### config.mk
export PLATFORM = sky130hd
export DESIGN_NAME = main_fsm
export DESIGN_NICKNAME = d
export VERILOG_FILES = /design/src/rtl/main_fsm.sv
export SDC_FILE = /design/constraint.sdc
export NUM_CORES = 1
export LEC_CHECK = 0
export ABC_AREA = 0
export BUFFER_PORTS_ARGS = -buffer_cell sky130_fd_sc_hd__clkbuf_2
export CORE_AREA = 2 2 51 53
export CTS_BUF_LIST = sky130_fd_sc_hd__clkbuf_4 sky130_fd_sc_hd__clkbuf_8
export CTS_CLUSTER_DIAMETER = 40
export DETAILED_ROUTE_END_ITERATION = 10
export DIE_AREA = 0 0 53 55
export GPL_TIMING_DRIVEN = 0
export PLACE_DENSITY = 0.73
export SETUP_SLACK_MARGIN = 0.1
export SLEW_MARGIN = 0
export SYNTH_ARGS = -nofsm -noshare
export SYNTH_HDL_FRONTEND = slang
export SYNTH_SLANG_ARGS = --single-unit
export TNS_END_PERCENT = 20
### constraint.sdc
create_clock -name clk -period 1.68 [get_ports clk]
set_input_delay 0.252 -clock clk [delete_from_list [all_inputs] [get_ports clk]]
set_output_delay 0.252 -clock clk [all_outputs]
set_load 0.02 [all_outputs]
### src/rtl/main_fsm.sv
// main_fsm: multicycle RV32I control FSM. Sequences fetch, decode, execute,
// memory and write-back, stalls on mem_ready, and aborts a stalled memory
// access with a one-cycle bus_err pulse after MAX_WAIT stalled cycles.
module main_fsm #(
  parameter int MAX_WAIT = 16
) (
  input  logic       clk,
  input  logic       rst_n,
  input  logic [6:0] opcode,
  input  logic       mem_ready,
  output logic       PCUpdate,
  output logic       IRWrite,
  output logic       RegWrite,
  output logic       MemWrite,
  output logic       Branch,
  output logic       AdrSrc,
  output logic [1:0] ResultSrc,
  output logic [1:0] ALUSrcA,
  output logic [1:0] ALUSrcB,
  output logic [1:0] ALUOp,
  output logic [1:0] ImmSrc,
  output logic       illegal_op,
  output logic       bus_err
);

  // Counter must hold values up to MAX_WAIT-1; keep at least one bit so a
  // disabled timeout (MAX_WAIT=0) still gives a legal vector.
  localparam int CW = (MAX_WAIT < 1) ? 1 : $clog2(MAX_WAIT + 1);
  localparam logic [CW-1:0] LIMIT = (MAX_WAIT < 1) ? '0 : CW'(MAX_WAIT - 1);

  localparam logic [6:0] OP_LW   = 7'b0000011;
  localparam logic [6:0] OP_SW   = 7'b0100011;
  localparam logic [6:0] OP_R    = 7'b0110011;
  localparam logic [6:0] OP_IALU = 7'b0010011;
  localparam logic [6:0] OP_BEQ  = 7'b1100011;
  localparam logic [6:0] OP_JAL  = 7'b1101111;

  typedef enum logic [3:0] {
    FETCH    = 4'd0,
    DECODE   = 4'd1,
    MEMADR   = 4'd2,
    MEMREAD  = 4'd3,
    MEMWB    = 4'd4,
    MEMWRITE = 4'd5,
    EXECR    = 4'd6,
    EXECI    = 4'd7,
    ALUWB    = 4'd8,
    JAL      = 4'd9,
    BEQ      = 4'd10
  } state_t;

  state_t          state;
  state_t          next_state;
  logic [CW-1:0]   wait_cnt;
  logic [CW-1:0]   wait_cnt_next;
  logic            wait_state;
  logic            stall;
  logic            timeout;

  // Stall detection: only the three memory-handshake states look at mem_ready.
  always_comb begin
    wait_state = (state == FETCH) || (state == MEMREAD) || (state == MEMWRITE);
    stall      = wait_state && !mem_ready;
    timeout    = (MAX_WAIT != 0) && stall && (wait_cnt == LIMIT);
  end

  // State and wait-counter registers; reset lands in FETCH with a clear counter.
  always_ff @(posedge clk or negedge rst_n) begin
    if (!rst_n) begin
      state    <= FETCH;
      wait_cnt <= '0;
    end else begin
      state    <= next_state;
      wait_cnt <= wait_cnt_next;
    end
  end

  // Immediate format follows the opcode in every state so decode can use it early.
  always_comb begin
    ImmSrc = 2'b00;
    case (opcode)
      OP_SW:   ImmSrc = 2'b01;
      OP_BEQ:  ImmSrc = 2'b10;
      OP_JAL:  ImmSrc = 2'b11;
      default: ImmSrc = 2'b00;
    endcase
  end

  // Next-state and datapath controls; write enables are masked while in reset.
  always_comb begin
    next_state = state;
    PCUpdate   = 1'b0;
    IRWrite    = 1'b0;
    RegWrite   = 1'b0;
    MemWrite   = 1'b0;
    Branch     = 1'b0;
    AdrSrc     = 1'b0;
    ResultSrc  = 2'b00;
    ALUSrcA    = 2'b00;
    ALUSrcB    = 2'b00;
    ALUOp      = 2'b00;
    illegal_op = 1'b0;
    bus_err    = 1'b0;

    case (state)
      FETCH: begin
        ALUSrcB   = 2'b10;
        ResultSrc = 2'b10;
        IRWrite   = mem_ready;
        PCUpdate  = mem_ready;
        if (mem_ready) next_state = DECODE;
      end
      DECODE: begin
        ALUSrcA = 2'b01;
        ALUSrcB = 2'b01;
        case (opcode)
          OP_LW, OP_SW: next_state = MEMADR;
          OP_R:         next_state = EXECR;
          OP_IALU:      next_state = EXECI;
          OP_JAL:       next_state = JAL;
          OP_BEQ:       next_state = BEQ;
          default: begin
            illegal_op = 1'b1;
            next_state = FETCH;
          end
        endcase
      end
      MEMADR: begin
        ALUSrcA = 2'b10;
        ALUSrcB = 2'b01;
        if (opcode == OP_LW)      next_state = MEMREAD;
        else if (opcode == OP_SW) next_state = MEMWRITE;
        else                      next_state = FETCH;
      end
      MEMREAD: begin
        AdrSrc = 1'b1;
        if (mem_ready) next_state = MEMWB;
      end
      MEMWB: begin
        ResultSrc  = 2'b01;
        RegWrite   = 1'b1;
        next_state = FETCH;
      end
      MEMWRITE: begin
        AdrSrc   = 1'b1;
        MemWrite = 1'b1;
        if (mem_ready) next_state = FETCH;
      end
      EXECR: begin
        ALUSrcA    = 2'b10;
        ALUOp      = 2'b10;
        next_state = ALUWB;
      end
      EXECI: begin
        ALUSrcA    = 2'b10;
        ALUSrcB    = 2'b01;
        ALUOp      = 2'b10;
        next_state = ALUWB;
      end
      ALUWB: begin
        RegWrite   = 1'b1;
        next_state = FETCH;
      end
      JAL: begin
        ALUSrcA    = 2'b01;
        ALUSrcB    = 2'b10;
        PCUpdate   = 1'b1;
        next_state = ALUWB;
      end
      BEQ: begin
        ALUSrcA    = 2'b10;
        ALUOp      = 2'b01;
        Branch     = 1'b1;
        next_state = FETCH;
      end
      default: next_state = FETCH;
    endcase

    // A timed-out access abandons the instruction; FETCH then retries the same PC.
    if (timeout) begin
      bus_err    = 1'b1;
      next_state = FETCH;
    end

    if (!rst_n) begin
      PCUpdate   = 1'b0;
      IRWrite    = 1'b0;
      RegWrite   = 1'b0;
      MemWrite   = 1'b0;
      Branch     = 1'b0;
      illegal_op = 1'b0;
      bus_err    = 1'b0;
    end
  end

  // Counter advances only while the state is stalled in place; any exit clears it.
  always_comb begin
    wait_cnt_next = '0;
    if (stall && !timeout && (next_state == state))
      wait_cnt_next = wait_cnt + 1'b1;
  end

endmodule

==> After elaboration in Yosys (flattened, before gate mapping) <==
Index checks and enable logic that the tools add are counted.
{ "word_totals": {"out_inout_bits": 18, "elab_cells": 70, "ff_bits": 9, "in_bits": 10} }
{ "classes": {"n_addsub": 1, "n_reduce_logical": 19, "n_eq_ne": 18, "n_mux": 30} }
{ "op_table": {"columns": ["cell", "n"], "rows": [
  ["$pmux W4 S6", 1],
  ["$pmux W4 S5", 1],
  ["$eq A4 B3 Y1 const B", 4],
  ["$mux W4", 4],
  ["$pmux W2 S2", 4],
  ["$mux W1", 15],
  ["$eq A7 B6 Y1 const B", 2],
  ["$eq A7 B7 Y1 const B", 2],
  ["$eq A4 B4 Y1 const B", 3],
  ["$reduce_or A2 Y1", 6],
  ["$eq A4 B2 Y1 const B", 2],
  ["$eq A7 B2 Y1 const B", 1],
  ["$eq A7 B5 Y1 const B", 1],
  ["$mux W3", 2],
  ["$pmux W2 S3", 1],
  ["$reduce_or A3 Y1", 2],
  ["$reduce_or A6 Y1", 1],
  ["$add A5 B1 Y5 const B", 1],
  ["$eq A5 B4 Y1 const B", 1],
  ["$mux W5", 1],
  ["$eq A4 B1 Y1 const B", 1],
  ["$eq A4 B4 Y1", 1],
  ["$logic_and A1 B1 Y1", 4],
  ["$logic_not A4 Y1", 1],
  ["4 further kinds", 6]
]} }

==> Longest topological paths before layout <==
Gate-level depths: netlist (run 1).
{ "depth": {"word_depth": 9, "mapped_depth": 7, "ltp_nobuf": 7} }

==> Worst setup path after synthesis (run 1) <==
Ideal clock, no wire load.
{ "synth_path": {"path_type": "register to output", "start": "register state[2]", "end": "output port Branch", "arrival_time_ns": 1.598, "t_required_ns": 1.428, "n_path_buf": 2, "path_stages_with_launch": 5, "slack_ns": -0.170, "cell_sequence": "dfrtp_1 buf_6 clkbuf_1 nor3b_1 and2_1"} }
{ "synth_between": {"elab_chain_len": 3} }
{ "synth_rtl": {"columns": ["element", "line_no", "source"], "rows": [
  ["start, declared", "52", "state_t state;"],
  ["start signal, assigned", "73", "state <= next_state;"],
  ["$eq A4 B4 Y1", "105", "case (state)"],
  ["$mux W1", "105", null],
  ["$mux W1", "185", "if (!rst_n) begin"],
  ["end, declared", "15", "output logic Branch,"]
]} }
Every way passes these cells.

==> Final worst setup path (run 1) <==
{ "layout_path": {"start": "register state[0]", "end": "output port bus_err"} }
{ "layout_between": {"elab_chain_len": 7, "elab_cells_between_ends": 9, "cone_classes": "eq/ne: 2; mux: 2; reduce/logical: 5"} }
{ "layout_rtl": {"columns": ["element", "line_no", "source"], "rows": [
  ["$eq A4 B2 Y1 / $logic_not A4 Y1 (equally long branches)", "62", "wait_state = (state == FETCH) || (state == MEMREAD) || (state == MEMWRITE);"],
  ["$logic_or A1 B1 Y1", "62", null],
  ["$logic_or A1 B1 Y1 (*)", "62", null],
  ["$logic_and A1 B1 Y1 (*)", "63", "stall = wait_state && !mem_ready;"],
  ["$logic_and A1 B1 Y1 (*)", "64", "timeout = (MAX_WAIT != 0) && stall && (wait_cnt == LIMIT);"],
  ["$mux W1 (*)", "180", "if (timeout) begin"],
  ["$mux W1 (*)", "185", null],
  ["end, declared", "23", "output logic bus_err"]
]} }
Every way passes the cells marked *; elsewhere a longest branch is shown, timed or not.

==> results.json, run 1 <==
{
  "outcome": "finished with violations",
  "violations": "negative setup slack",
  "rsz0062_at_grt": "yes",
  "syn_area_per_cell_um2": 8.58,
  "h-tree-depth": 1,
  "wl_per_cell_um": 14.5,
  "hold_ws_ps": 330,
  "wl_met2_mm": 1.27,
  "period_share": 1.16,
  "dieArea_mm2": 0.00292,
  "antennaDiodeCount": 0,
  "synth_flop_cell": "dfrtp_1",
  "initial_core_util": 0.363,
  "combPwrFrac": 0.337,
  "fillers": 228,
  "cts_tree": "built",
  "top_layer": "met4",
  "clk_latency_ps": 260,
  "p_sw_w": 0.000195,
  "synthCells": 100,
  "core_area_mm2": 0.00236,
  "ys_warn_count": 0,
  "required_ps": 1430,
  "crit_slowest_cell": "dfrtp_2",
  "swShare": 0.312,
  "vias": 938,
  "drt-met1-wl_mm": 1.03,
  "routed_wl_mm": 2.45,
  "dp_slack_ps": -140,
  "start_kind": "flip-flop",
  "fin_ws_ps": -275,
  "drc_errors": 0,
  "fin_skew_ps": 2.74,
  "port-buffer-count": 26,
  "ir_drop_v": 0.000628,
  "ys_seq_area_frac": 0.262,
  "max_freq_mhz": 512,
  "crit_path_max_fanout": 5,
  "worstSetupPathType": "flip-flop to output port",
  "final_util": 0.549,
  "worstPathArrival_ps": 1700,
  "ant_nets": 0,
  "numCtsBuffers": 3,
  "grt_max_degree": 11,
  "viasPerCell": 5.55,
  "final_cells": 169,
  "placement.cell_area_mm2": 0.00104,
  "clock_power_share": 0.290,
  "globalRouteOverflowTotal": 0,
  "finalHoldViolCount": 0,
  "fp-row-count": 18,
  "cp-end-kind": "output port",
  "slew_viol_final": 0,
  "wl_met3_um": 122,
  "ios": 28,
  "grt_pass1_vias": 878,
  "grt_pass1_wl_mm": 3.82,
  "syn_to_final_growth_pct": 51.2,
  "powerDensity_mw_per_mm2": 483,
  "die_h_um": 55,
  "cap_violations": 0,
  "nNetsFinal": 152,
  "worst_pin_slew_ps": 439,
  "p_leak_nw": 0.589,
  "max_stage_delay_ps": 440,
  "cts_buffer_depth": 2,
  "drt_iter0_drc": 20,
  "grt_use_total": 0.176,
  "clock_sinks": 9,
  "cts.root.buffer_cell": "clkbuf_4",
  "hold_path_class": "input pin to flip-flop",
  "netlist_area_um2": 858,
  "synth_edf_count": 0,
  "dp_hpwl_mm": 1.65,
  "gp_congestion": 0.884,
  "firstDrtPassIters": 4,
  "finish.instance_area_mm2": 0.00130,
  "crit_chain": "or3_1 > o21a_1 > nor3_2 > and3_1 > clkbuf_8",
  "clk_pin_slew_worst_paths_ps": 60,
  "slew_headroom": 0.703,
  "yosys.cell_types.count": 42,
  "drive_gt1_frac": 0.475,
  "syn_nets": 112,
  "dp.cells": 156,
  "antenna_found_initial": 0,
  "async_flop_share": 1.00,
  "setup_viol": 11,
  "pwr-share-seq": 0.373,
  "fin_crit_ps": 1950,
  "die_x_um": 53,
  "ys_ff_latch": 9,
  "p_int_w": 0.000431
}
-- routing by layer --
layer / track usage / vias to the layer above
met3: 0.0269 / 6
li1: - / 446
met1: 0.219 / 457
met5: 0 / -
met2: 0.317 / 29
met4: 0.0513 / 0
-- cell type report --
cell class	instances	area (um^2)	area share
Tap cell	30	37.5	0.0289
Buffer	7	101	0.0781
Sequential cell	9	228	0.176
Clock buffer	4	30.0	0.0231
Inverter	3	11.3	0.00868
Timing Repair Buffer	35	254	0.196
Multi-Input combinational cell	81	636	0.490
-- critical path: cells and delay by family (launching register included) --
family | cells | cell delay (ps)
AOI/OAI and AO/OA | 1 | 130
buffers and inverters | 1 | 150
DFF | 1 | 440
and+or+nand+nor | 3 | 730
-- power groups by stage --
| stage | Combinational (W) | Sequential [W] | Clock (W) |
|---|---|---|---|
| 2_1_floorplan | 0.000112 | 0.000235 | 0 |
| 3_3_place_gp | 0.000161 | 0.000236 | 0 |
| 3_5_place_dp | 0.000166 | 0.000237 | 0 |
| 4_1_cts | 0.000179 | 0.000233 | 0.000186 |
| 5_1_grt | 0.000227 | 0.000235 | 0.000197 |
| 6_report | 0.000211 | 0.000234 | 0.000182 |
-- repair_timing --
action                                 4_1_cts  5_1_grt
pin swaps                                    4        4
setup endpoints to repair                   23       23
gates resized for setup                     18       34
endpoints found under the hold margin        9        0
hold buffers                                 1        0
setup buffers                                4        4
gates cloned                                 0        0
-- kinds of logic after synthesis --
group           after synthesis  share of synthesized area
fa+ha+maj                     2                     0.0291
buf+inv                      10                      0.102
compound gates               17                      0.138
simple gates                 55                      0.395
flops                         9                      0.262
xor+xnor                      6                     0.0612
mux                           1                     0.0117
-- registers in the layout, summed over array words and instances, names as in the netlist --
signal	count
state	4
wait_cnt	5
-- cells in the final DEF, fill, tap and decap left out, types with 2 or more instances in the layout --
master and n:
a21oi_1 3, buf_4 14, dfrtp_1 7, a2bb2oi_2 2
nor3_1 2, dfrtp_2 2, clkbuf_4 4, clkbuf_2 10
nand2_1 3, buf_6 5, and2_1 3, o22ai_1 2
nor2b_2 2, buf_2 5, clkbuf_8 5, xor2_1 4
nand3_1 4, inv_1 3, nor3_2 2, nor2_1 9
and3_1 4, a31oi_1 2, nand2b_1 4, nor2_4 2
-- Yosys cell counts, drive strengths merged (2+ instances only) --
cell,number,share of area
o22ai,2,0.015
nor4b,2,0.020
a2bb2oi,3,0.031
xnor2,2,0.020
and3,4,0.029
a31oi,2,0.015
xor2,4,0.041
or3,2,0.020
nor3b,3,0.026
or4,2,0.022
and2,3,0.022
nor4,2,0.015
buf,4,0.052
nand2,3,0.013
dfrtp,9,0.26
a21oi,4,0.023
clkbuf,3,0.036
nand2b,5,0.036
inv,3,0.013
nand3,4,0.023
nor2b,3,0.022
ha,2,0.029
nor2,11,0.051
nor3,4,0.023
-- through the flow --
stage,total power (W),TNS [ps]
CTS,0.000598,-1080
floorplan,0.000347,-78.4
finish,0.000626,-912
global placement,0.000397,-644
detailed placement,0.000403,-794
global route,0.000659,-2040
-- path summary, 6_finish.rpt --
| path | start | slack, ps | end | cells after the start |
|---|---|---|---|---|
| min reg2reg | wait_cnt[0]$_DFF_PN0_ | 480 | wait_cnt[0]$_DFF_PN0_ | 1 |
| max | state[0]$_DFF_PN0_ | -270 | bus_err | 5 |
| max reg2reg | wait_cnt[0]$_DFF_PN0_ | -100 | wait_cnt[2]$_DFF_PN0_ | 5 |
| max in group asynchronous | rst_n | 790 | state[1]$_DFF_PN0_ | 2 |
| min | opcode[5] | 330 | state[1]$_DFF_PN0_ | 3 |
| min in group asynchronous | rst_n | 590 | wait_cnt[2]$_DFF_PN0_ | 2 |
Note: power is estimated with default switching activity, not from simulation.
==> run 2: changes to the inputs <==
- HOLD_SLACK_MARGIN: not set -> 0.03
- PLACE_DENSITY: 0.73 -> not set
==> run 2 against run 1 <==
  * Sequential cell count unchanged
  * Worst hold slack got worse by 6.1 ps
  * Die area unchanged
  * Clock-buffer cell count unchanged
  * The flow still finishes with violations (negative setup slack)
  * Global-route usage increased by 1.2 points
  * Total power decreased by 1.6%
  * Register-to-register slack got worse by 80 ps
  * First-iteration DRC count decreased by 45%
  * Cell count increased by 3.6%
==> results.json, run 2 (synthesis gave the netlist of run 1 again) <==
{
  "clock_sinks": 9,
  "crit_path_max_fanout": 3,
  "fin_crit_ps": 1920,
  "drive_gt1_frac": 0.517,
  "clk_latency_ps": 250,
  "numCtsBuffers": 3,
  "core_area_mm2": 0.00236,
  "outcome": "finished with violations",
  "regMostFlops": "wait_cnt",
  "h-tree-depth": 1,
  "required_ps": 1430,
  "ant_nets": 0,
  "die_x_um": 53,
  "mostFrequentLayoutCells": "20 x buf_4, 12 x clkbuf_2, 9 x nor2_1",
  "dp_hpwl_mm": 1.64,
  "start_kind": "flip-flop",
  "pwr-share-seq": 0.373,
  "period_share": 1.14,
  "routed_wl_mm": 2.57,
  "setup_viol": 16,
  "grt_use_total": 0.188,
  "cap_violations": 0,
  "nNetsFinal": 158,
  "largest_reg_flops": 5,
  "ios": 28,
  "p_leak_nw": 0.625,
  "hold_path_class": "input pin to flip-flop",
  "finalHoldViolCount": 0,
  "slew_viol_final": 0,
  "antenna_found_initial": 0,
  "fp-row-count": 18,
  "p_sw_w": 0.000190,
  "final_util": 0.590,
  "grt_pass1_vias": 850,
  "die_h_um": 55,
  "worst_pin_slew_ps": 419,
  "dieArea_mm2": 0.00292,
  "p_int_w": 0.000427,
  "layout_commonest_cell": "buf_4",
  "drc_errors": 0,
  "drt_iter0_drc": 11,
  "fin_ws_ps": -243,
  "wl_per_cell_um": 14.7,
  "cts.root.buffer_cell": "clkbuf_4",
  "clock_power_share": 0.287,
  "clk_pin_slew_worst_paths_ps": 60,
  "swShare": 0.307,
  "globalRouteOverflowTotal": 0,
  "top_regs": "wait_cnt: 5 flops, state: 4 flops",
  "max_freq_mhz": 520,
  "initial_core_util": 0.363,
  "rsz0062_at_grt": "yes",
  "cp-end-kind": "output port",
  "antennaDiodeCount": 0,
  "powerDensity_mw_per_mm2": 442,
  "worstSetupPathType": "flip-flop to output port",
  "cts_buffer_depth": 2,
  "syn_to_final_growth_pct": 62.5,
  "ir_drop_v": 0.000442,
  "gp_congestion": 0.799,
  "viasPerCell": 5.33,
  "dp_slack_ps": -132,
  "worstPathArrival_ps": 1670,
  "port-buffer-count": 26,
  "vias": 932,
  "combPwrFrac": 0.340,
  "violations": "negative setup slack",
  "cts_tree": "built",
  "grt_max_degree": 11,
  "slew_headroom": 0.720,
  "grt_pass1_wl_mm": 4.02,
  "fin_skew_ps": 3.72,
  "firstDrtPassIters": 4
}
[run 2: layout make-up]
class                           count  area (um^2)
Inverter                            3         11.3
Timing Repair Buffer               41          322
Fill cell                         214          970
Buffer                              7          109
Clock buffer                        4         30.0
Sequential cell                     9          226
Multi-Input combinational cell     81          659
Tap cell                           30         37.5
[run 2: critical path, cell delays in order, from the launching register on]
cell and delay, ps:
dfrtp_1 370, buf_6 120, or3_1 300, o21a_1 130, nor3_2 150, and3_1 200, clkbuf_8 140
[run 2: power groups by stage]
stage | Sequential [W] | Combinational, W | Clock, W
global placement | 0.000236 | 0.000163 | 0
CTS | 0.000230 | 0.000195 | 0.000186
finish | 0.000230 | 0.000210 | 0.000177
floorplan | 0.000235 | 0.000112 | 0
detailed placement | 0.000237 | 0.000165 | 0
global route | 0.000231 | 0.000229 | 0.000193
[run 2: timing repair]
action,CTS,global route
hold buffers,1,0
resized for setup,33,25
endpoints found under the setup margin,21,25
pin swaps,4,2
hold endpoints to repair,9,0
buffers inserted,14,0
[run 2: worst paths after layout]
kind	from	end	slack [ps]	cells after the start
worst max-delay path	state[2]$_DFF_PN0_	bus_err	-240	6
worst min-delay path	opcode[5]	state[1]$_DFF_PN0_	320	3
max in group asynchronous	rst_n	state[1]$_DFF_PN0_	770	2
worst max register to register	state[2]$_DFF_PN0_	state[1]$_DFF_PN0_	-180	12
min in group asynchronous	rst_n	state[3]$_DFF_PN0_	590	2
worst min register to register	wait_cnt[0]$_DFF_PN0_	wait_cnt[0]$_DFF_PN0_	450	1
[run 2: stage by stage]
stage / power (W) / setup TNS (ps) / std cells / hold WS, ps / instance area, um^2
final: 0.000617 / -1280 / 175 / 324 / 1400
after global routing: 0.000653 / -2500 / 175 / 366 / 1400
after CTS: 0.000610 / -1740 / 175 / 313 / 1320
after detailed placement: 0.000402 / -905 / 156 / 169 / 1040
after global placement: 0.000400 / -720 / 156 / 166 / 1040
after floorplan: 0.000347 / -78.4 / 100 / -43.6 / 870
[run 2: routing by layer]
metal | global-route usage | vias up | part of all wire | wire (um)
met5 | 0 | - | 0 | 0
met4 | 0.0427 | 0 | 0.0086 | 22
met3 | 0.0323 | 2 | 0.032 | 81
met2 | 0.325 | 23 | 0.51 | 1320
met1 | 0.245 | 445 | 0.45 | 1150
li1 | - | 462 | - | -
